`config.mk`:
```
export PLATFORM = sky130hd
export DESIGN_NAME = snake_matrix_scan_flat
export DESIGN_NICKNAME = d
export VERILOG_FILES = /design/src/rtl/snake_matrix_scan_pkg.sv /design/src/rtl/snake_matrix_scan_if.sv /design/src/rtl/snake_matrix_scan_cell_decode.sv /design/src/rtl/snake_matrix_scan.sv /design/src/flat_wrapper.sv
export SDC_FILE = /design/constraint.sdc
export NUM_CORES = 1
export LEC_CHECK = 0
export ABC_CLOCK_PERIOD_IN_PS = 5500
export BUFFER_PORTS_ARGS = -buffer_cell sky130_fd_sc_hd__buf_4
export CAP_MARGIN = 20
export CORE_UTILIZATION = 45
export DETAILED_ROUTE_END_ITERATION = 8
export MAX_ROUTING_LAYER = met4
export PLACE_DENSITY_LB_ADDON = 0.12
export SLEW_MARGIN = 20
export SYNTH_ARGS = -nofsm -noshare
export SYNTH_HDL_FRONTEND = slang
export SYNTH_SLANG_ARGS = --single-unit
```
`constraint.sdc`:
```
create_clock -name clk -period 5.5 [get_ports clk]
set_clock_uncertainty 0.2 [all_clocks]
set_input_delay 0 -clock clk [delete_from_list [all_inputs] [get_ports clk]]
set_output_delay 0 -clock clk [all_outputs]
set_load 0.01 [all_outputs]
```
`src/rtl/snake_matrix_scan_pkg.sv`:
```
// Shared constants and build-state encoding for the snake display path.
// Grid geometry matches the game core: idx = GRID_W*R + C.
package snake_pkg;
  localparam int GRID_W   = 10;
  localparam int CELL_MIN = 12;
  localparam int CELL_MAX = 89;
  localparam int COL_MIN  = 2;
  localparam int SEG_W    = 8;
  localparam int N_SEG    = 9;

  typedef enum logic [1:0] {LOAD, BUILD, WAIT} build_state_t;
endpackage

```
`src/rtl/snake_matrix_scan_if.sv`:
```
// Game-state inputs and LED matrix drive of the snake display stage.
interface snake_matrix_scan_if;
  import snake_pkg::*;

  logic [SEG_W*N_SEG-1:0] snake;
  logic [SEG_W-1:0]       apple;
  logic [7:0]             row_sel;
  logic [7:0]             col_on;
  logic                   frame_tick;

  modport master (output snake, apple, input row_sel, col_on, frame_tick);
  modport slave  (input snake, apple, output row_sel, col_on, frame_tick);
endinterface

```
`src/rtl/snake_matrix_scan_cell_decode.sv`:
```
// Maps a playfield cell index to an 8x8 matrix position; wall and empty
// cells (including 0) come back invalid.
module cell_decode
  import snake_pkg::*;
(
  input  logic [SEG_W-1:0] idx,
  output logic             valid,
  output logic [2:0]       row,
  output logic [2:0]       col
);
  logic [SEG_W-1:0] r_full;
  logic [SEG_W-1:0] c_full;

  always_comb begin
    r_full = idx / SEG_W'(GRID_W);
    c_full = idx % SEG_W'(GRID_W);
    valid  = (idx >= SEG_W'(CELL_MIN)) && (idx <= SEG_W'(CELL_MAX)) &&
             (c_full >= SEG_W'(COL_MIN));
    row    = 3'(r_full - SEG_W'(1));
    col    = 3'(c_full - SEG_W'(COL_MIN));
  end
endmodule

```
`src/rtl/snake_matrix_scan.sv`:
```
// Renders snake body and apple into a double-buffered 8x8 bitmap and scans
// it out row by row; the apple blinks every BLINK_FRAMES frames.
//
//   state | meaning
//   LOAD  | snapshot inputs, clear shadow bitmaps
//   BUILD | decode one cell per cycle (k=0..8 body, k=9 apple)
//   WAIT  | hold shadow until the next frame wrap, then swap
module snake_matrix_scan
  import snake_pkg::*;
#(
  parameter int DWELL        = 1000,
  parameter int BLINK_FRAMES = 16
) (
  input  logic                clk,
  input  logic                rst,
  snake_matrix_scan_if.slave  bus
);
  localparam int DWELL_W = $clog2(DWELL);
  localparam int BLINK_W = (BLINK_FRAMES > 1) ? $clog2(BLINK_FRAMES) : 1;

  logic [DWELL_W-1:0]     dwell_cnt;
  logic [2:0]             row_ptr;
  logic [BLINK_W-1:0]     blink_cnt;
  logic                   blink_on;
  logic                   row_end;
  logic                   wrap;

  build_state_t           state;
  logic [3:0]             k;
  logic [SEG_W*N_SEG-1:0] snake_snap;
  logic [SEG_W-1:0]       apple_snap;
  logic [7:0][7:0]        body_shadow, apple_shadow;
  logic [7:0][7:0]        body_disp, apple_disp;
  logic                   disp_valid;

  logic [SEG_W-1:0]       dec_idx;
  logic                   dec_valid;
  logic [2:0]             dec_row, dec_col;

  assign row_end = (dwell_cnt == DWELL_W'(DWELL - 1));
  assign wrap    = row_end && (row_ptr == 3'd7);

  always_ff @(posedge clk) begin
    if (!rst) begin
      dwell_cnt      <= '0;
      row_ptr        <= '0;
      blink_cnt      <= '0;
      blink_on       <= 1'b1;
      bus.row_sel    <= '0;
      bus.col_on     <= '0;
      bus.frame_tick <= 1'b0;
    end else begin
      if (row_end) begin
        dwell_cnt <= '0;
        row_ptr   <= row_ptr + 3'd1;
      end else begin
        dwell_cnt <= dwell_cnt + DWELL_W'(1);
      end
      bus.frame_tick <= wrap;
      // rows stay deselected until the first image has been swapped in
      bus.row_sel    <= disp_valid ? (8'd1 << row_ptr) : 8'd0;
      bus.col_on     <= body_disp[row_ptr] |
                        (blink_on ? apple_disp[row_ptr] : 8'd0);
      if (BLINK_FRAMES == 0) begin
        blink_cnt <= '0;
        blink_on  <= 1'b1;
      end else if (wrap) begin
        if (blink_cnt == BLINK_W'(BLINK_FRAMES - 1)) begin
          blink_cnt <= '0;
          blink_on  <= ~blink_on;
        end else begin
          blink_cnt <= blink_cnt + BLINK_W'(1);
        end
      end
    end
  end

  always_comb begin
    dec_idx = apple_snap;
    if (k < 4'(N_SEG)) dec_idx = snake_snap[k*SEG_W +: SEG_W];
  end

  cell_decode u_dec (
    .idx   (dec_idx),
    .valid (dec_valid),
    .row   (dec_row),
    .col   (dec_col)
  );

  always_ff @(posedge clk) begin
    if (!rst) begin
      state        <= LOAD;
      k            <= '0;
      snake_snap   <= '0;
      apple_snap   <= '0;
      body_shadow  <= '0;
      apple_shadow <= '0;
      body_disp    <= '0;
      apple_disp   <= '0;
      disp_valid   <= 1'b0;
    end else begin
      case (state)
        LOAD: begin
          snake_snap   <= bus.snake;
          apple_snap   <= bus.apple;
          body_shadow  <= '0;
          apple_shadow <= '0;
          k            <= '0;
          state        <= BUILD;
        end
        BUILD: begin
          if (dec_valid) begin
            if (k == 4'(N_SEG)) apple_shadow[dec_row][dec_col] <= 1'b1;
            else                body_shadow[dec_row][dec_col]  <= 1'b1;
          end
          if (k == 4'(N_SEG)) state <= WAIT;
          else                k     <= k + 4'd1;
        end
        WAIT: begin
          // swap on the same edge that wraps the scan, so row 0 is never stale
          if (wrap) begin
            body_disp  <= body_shadow;
            apple_disp <= apple_shadow;
            disp_valid <= 1'b1;
            state      <= LOAD;
          end
        end
        default: state <= LOAD;
      endcase
    end
  end
endmodule

```
`src/flat_wrapper.sv`:
```
// flat-port wrapper written by rule: the top's interface ports become plain ports
module snake_matrix_scan_flat import snake_pkg::*;
#(
  parameter int DWELL        = 1000,
  parameter int BLINK_FRAMES = 16
)
  (clk, rst, bus_snake, bus_apple, bus_row_sel, bus_col_on, bus_frame_tick);
  snake_matrix_scan_if bus_i ();
  input  logic clk;
  input  logic rst;
  input wire logic [$bits(bus_i.snake)-1:0] bus_snake;
  input wire logic [$bits(bus_i.apple)-1:0] bus_apple;
  output wire logic [$bits(bus_i.row_sel)-1:0] bus_row_sel;
  output wire logic [$bits(bus_i.col_on)-1:0] bus_col_on;
  output wire logic [$bits(bus_i.frame_tick)-1:0] bus_frame_tick;
  assign bus_i.snake = bus_snake;
  assign bus_i.apple = bus_apple;
  assign bus_row_sel = bus_i.row_sel;
  assign bus_col_on = bus_i.col_on;
  assign bus_frame_tick = bus_i.frame_tick;
  snake_matrix_scan #(.DWELL(DWELL), .BLINK_FRAMES(BLINK_FRAMES)) u_core (.clk(clk), .rst(rst), .bus(bus_i));
endmodule
```
==> impl_metrics.ini <==
[critical_path]
worstReg2RegEnd = u_core.body_shadow[32]
worst-endpoint-required_ns = 5.77
critical_path.endpoint_type = register
worst_path_most_repeated_cell = sky130_fd_sc_hd__buf_4
regToRegStartpoint = u_core.k[0]
r2r_slack_ns = 0.22
cpPeakStageDelay_ns = 0.53
cp_slowest_cell = sky130_fd_sc_hd__mux4_2
timing.critical_path.to = u_core.body_shadow[32]
crit_arrival_ns = 5.54
timing.critical_path.cells = buf_12 -> mux4_2 -> or2_1 -> a221oi_2 -> buf_4 -> o21ai_0 -> nor3_2 -> buf_4 -> nor4_2 -> nor4_4 -> nor3_4 -> maj3_2 -> a211oi_2 -> ha_2 -> xor2_4 -> inv_2 -> nor2_4 -> buf_4 -> buf_4 -> a32o_1
worstPathMaxFanout = 12
critical_path.startpoint = u_core.k[0]
crit_path_start_kind = register
timing_worst_setup_path_type = register to register
reg2reg_depth = 20

[layout]
num_antenna_cells = 0
finish.cell_count_without_fillers = 2447
drive_gt1_share_pct = 15.26
multiInputGateArea_um2 = 7825
regArea_um2 = 7570
number_of_inserted_filler_cells_in_the_final_layout = 3144
finish.instance_area_um2 = 19480
synthToLayoutAreaGrowth_pct = 23.19
final_nets = 2058

[run]
cap_violations = 0

[floorplanning]
coreArea_um2 = 34540
design.portCount = 99
number_of_rows_in_the_core_area = 68
die_area_um2 = 35890
die_w_um = 189.4
die_boundary_height_um = 189.4
initial_utilization_pct = 45.77

[logic_synthesis]
ys_seq_area_share_pct = 47.86
postSynthAreaPerCell_um2 = 8.712
post_synth_instance_area_um2 = 15810
postSynthRegisterBits = 378
post_syn_instances = 1815
synth_cell_type_count = 74
postSynth.asyncResetShare_pct = 0
syn-num-nets = 1911
yosys_warnings = 0
postSynth.topFlopCell = sky130_fd_sc_hd__dfxtp_1
synth-edff-count = 0

[timing]
setup_ws_ns = 0.2246
worst_slew_pin_slew_ns = 0.9324
rsz0062_at_grt = false
finalCriticalPeriod_ns = 5.275
timing.final.max_slew_violations = 0
report.final.hold_viol_count = 0
setup_violations = 0
max_clock_freq_ghz = 0.1896
layout_worst_path_cycle_share_pct = 95.92
worst_slew_margin_pct = 37.84

[pwr]
pwr-share-seq_pct = 43.2
vdd_ir_drop_max_mv = 0.1939
total_switching_power_mw = 1.631
power.internal_mw = 4.873
power.density_cell_area_nw_per_um2 = 333.9
combinationalPowerShare_pct = 12.6
switching_share_of_total_power_pct = 25.07
leakage_component_of_the_power_nw = 6.990
design_power_total_mw = 6.504
power_frac_clock_pct = 44.2

[grt]
first_global_vias = 12700
grt_use_total_pct = 23.43
grt_overflow = 0
grt_max_degree = 130
global_route_wire_length_before_repair_mm = 66.23
initial_antenna_violation_count = 1

[routing]
route.antenna.remaining_nets = 0
drtPass1Iterations = 5
wl_per_cell_um = 16.60
dr_total_vias = 12940
total_wire_length_mm = 40.62
drt_drc_violations_left = 0
detail_route.iter0.violations = 768
viasPerCell = 5.289

[clocking]
clock-sinks = 378
tritoncts.num_buffers = 42
clk_path_buf_depth = 3
tritoncts = built
insertion_delay_ns = 0.54
cts.root.buffer_cell = sky130_fd_sc_hd__clkbuf_16
cts.clk_slew.worst_paths_ns = 0.07
h-tree-depth = 2

[place]
placement.io_buffers = 98
placedCellCount = 2276
place_hpwl_mm = 24.97
pre_cts_ws_ns = 0.01448
routabilityCongestion = 0.8639
placedInstanceArea_um2 = 16960

[run_status]
outcome = finished clean

[worst_hold_path]
worst_hold_path_type = primary input to register
[synthesized netlist by cell type, drive strengths merged, types with 5 or more instances]
cell,instances,area [µm²]
nor2,59,224.0
mux2i,16,163.9
mux4,35,788.3
a21boi,210,1577
buf,17,107.6
a211oi,15,117.6
nor3,27,156.4
and2,18,112.6
a22o,32,280.3
xor2,7,68.82
clkbuf,115,431.7
dfxtp,378,7567
nand2,577,2176
o21ai,109,549.3
nor4,7,65.06
inv,13,48.80
a32o,6,60.06
nand3,14,75.07
o31ai,5,37.54
nor2b,15,93.84
xnor2,7,61.31
a22oi,10,75.07
and3,11,68.82
ha,14,175.2
a21oi,33,165.2
[routing by layer]
layer,routed length (µm),global-route usage [%]
met1,19060,30.59
met2,19120,37.80
met3,1483,3.225
met4,954,6.700
met5,0,-
[kinds of logic (layout without fill, tap and decap cells)]
| logic type | Yosys count | in the layout | share of synthesized area (%) |
|---|---|---|---|
| buffers and inverters | 146 | 322 | 3.743 |
| AND/OR/NAND/NOR | 746 | 747 | 19.64 |
| adder cells (fa/ha/maj) | 15 | 15 | 1.179 |
| multiplexers | 53 | 53 | 6.164 |
| flip-flops | 378 | 378 | 47.86 |
| XOR/XNOR | 14 | 14 | 0.8230 |
| AO/OA/AOI/OAI | 463 | 463 | 20.59 |
[timing repair]
item	CTS	global route
setup endpoints to repair	2	110
pin swaps	0	8
buffers inserted	0	8
gates resized for setup	0	23
gates cloned	0	2
hold buffers	87	0
hold endpoints to repair	177	0
[power groups by stage]
stage / sequential, mW / clock [mW] / combinational, mW
after detailed placement: 2.87 / 0 / 0.668
final: 2.81 / 2.88 / 0.819
after global placement: 2.87 / 0 / 0.664
after CTS: 2.81 / 2.94 / 0.720
after floorplan: 2.86 / 0 / 0.470
after global routing: 2.81 / 3.05 / 0.885
[worst max-delay path, delay by kind of cell (launching register included)]
kind / cells / cell delay, ns
AND/OR/NAND/NOR: 6 / 1.35
buffers and inverters: 6 / 0.96
AO/OA/AOI/OAI: 4 / 0.87
adder cells (fa/ha/maj): 2 / 0.61
multiplexers: 1 / 0.53
flip-flops: 1 / 0.41
XOR/XNOR: 1 / 0.24
[stage by stage]
step	setup TNS, ns	utilization [%]	hold slack, ns
2_1_floorplan	0	-	-0.05508
3_3_place_gp	0	49.09	0.06316
3_5_place_dp	0	49.09	0.07171
4_1_cts	-0.02407	55.79	0.06310
5_1_grt	0	56.39	0.08611
6_report	0	56.39	0.07556
[cells in the final DEF (no fill, tap or decap), types with 5 or more instances in the layout]
cell,instances
sky130_fd_sc_hd__inv_1,12
sky130_fd_sc_hd__o31ai_1,5
sky130_fd_sc_hd__a32o_1,6
sky130_fd_sc_hd__clkbuf_16,44
sky130_fd_sc_hd__ha_1,12
sky130_fd_sc_hd__and2_1,17
sky130_fd_sc_hd__nor2b_1,15
sky130_fd_sc_hd__xnor2_1,7
sky130_fd_sc_hd__buf_4,143
sky130_fd_sc_hd__nand3_1,13
sky130_fd_sc_hd__nor3_1,23
sky130_fd_sc_hd__clkinv_2,5
sky130_fd_sc_hd__mux4_2,35
sky130_fd_sc_hd__nor2_1,53
sky130_fd_sc_hd__a22oi_1,10
sky130_fd_sc_hd__o21ai_1,40
sky130_fd_sc_hd__a211oi_1,14
sky130_fd_sc_hd__o21ai_0,68
sky130_fd_sc_hd__clkbuf_8,10
sky130_fd_sc_hd__nor2_4,5
sky130_fd_sc_hd__and3_1,11
sky130_fd_sc_hd__mux2i_1,15
sky130_fd_sc_hd__a22o_1,31
sky130_fd_sc_hd__clkbuf_1,7
sky130_fd_sc_hd__a21boi_0,210
sky130_fd_sc_hd__dlygate4sd3_1,87
sky130_fd_sc_hd__xor2_1,5
sky130_fd_sc_hd__nand2_2,11
sky130_fd_sc_hd__dfxtp_1,376
sky130_fd_sc_hd__a21oi_1,33
sky130_fd_sc_hd__nand2_1,566
[final cells by class]
cell class	instances	share of cell area (%)
tap	455	2.923
timing repair buffer	234	10.37
multi-input combinational	1292	40.17
clock inverter	14	1.034
sequential	378	38.86
inverter	14	0.2698
clock buffer	60	6.366
[flip-flops by register name, indices dropped and copies added (netlist names)]
name	cells
u_core.disp_valid	1
u_core.body_shadow	64
u_core.bus.frame_tick	1
u_core.snake_snap	72
u_core.apple_disp	64
u_core.bus.row_sel	8
u_core.blink_cnt	4
u_core.dwell_cnt	10
u_core.body_disp	64
u_core.k	4
u_core.bus.col_on	8
u_core.row_ptr	3
u_core.state	2
u_core.apple_shadow	64
u_core.apple_snap	8
u_core.blink_on	1
[how the worst min path moves through the flow]
stage	start	to	slack (ns)	depth (start not counted)
after global placement	bus_snake[57]	u_core.snake_snap[57]	0.06	3
final	bus_snake[60]	u_core.snake_snap[60]	0.08	4
after detailed placement	bus_snake[32]	u_core.snake_snap[32]	0.07	3
after floorplan	bus_apple[0]	u_core.apple_snap[0]	-0.06	2
after CTS	bus_snake[60]	u_core.snake_snap[60]	0.06	4
after global routing	bus_snake[52]	u_core.snake_snap[52]	0.09	4
Power figures use the tool's default switching activity.
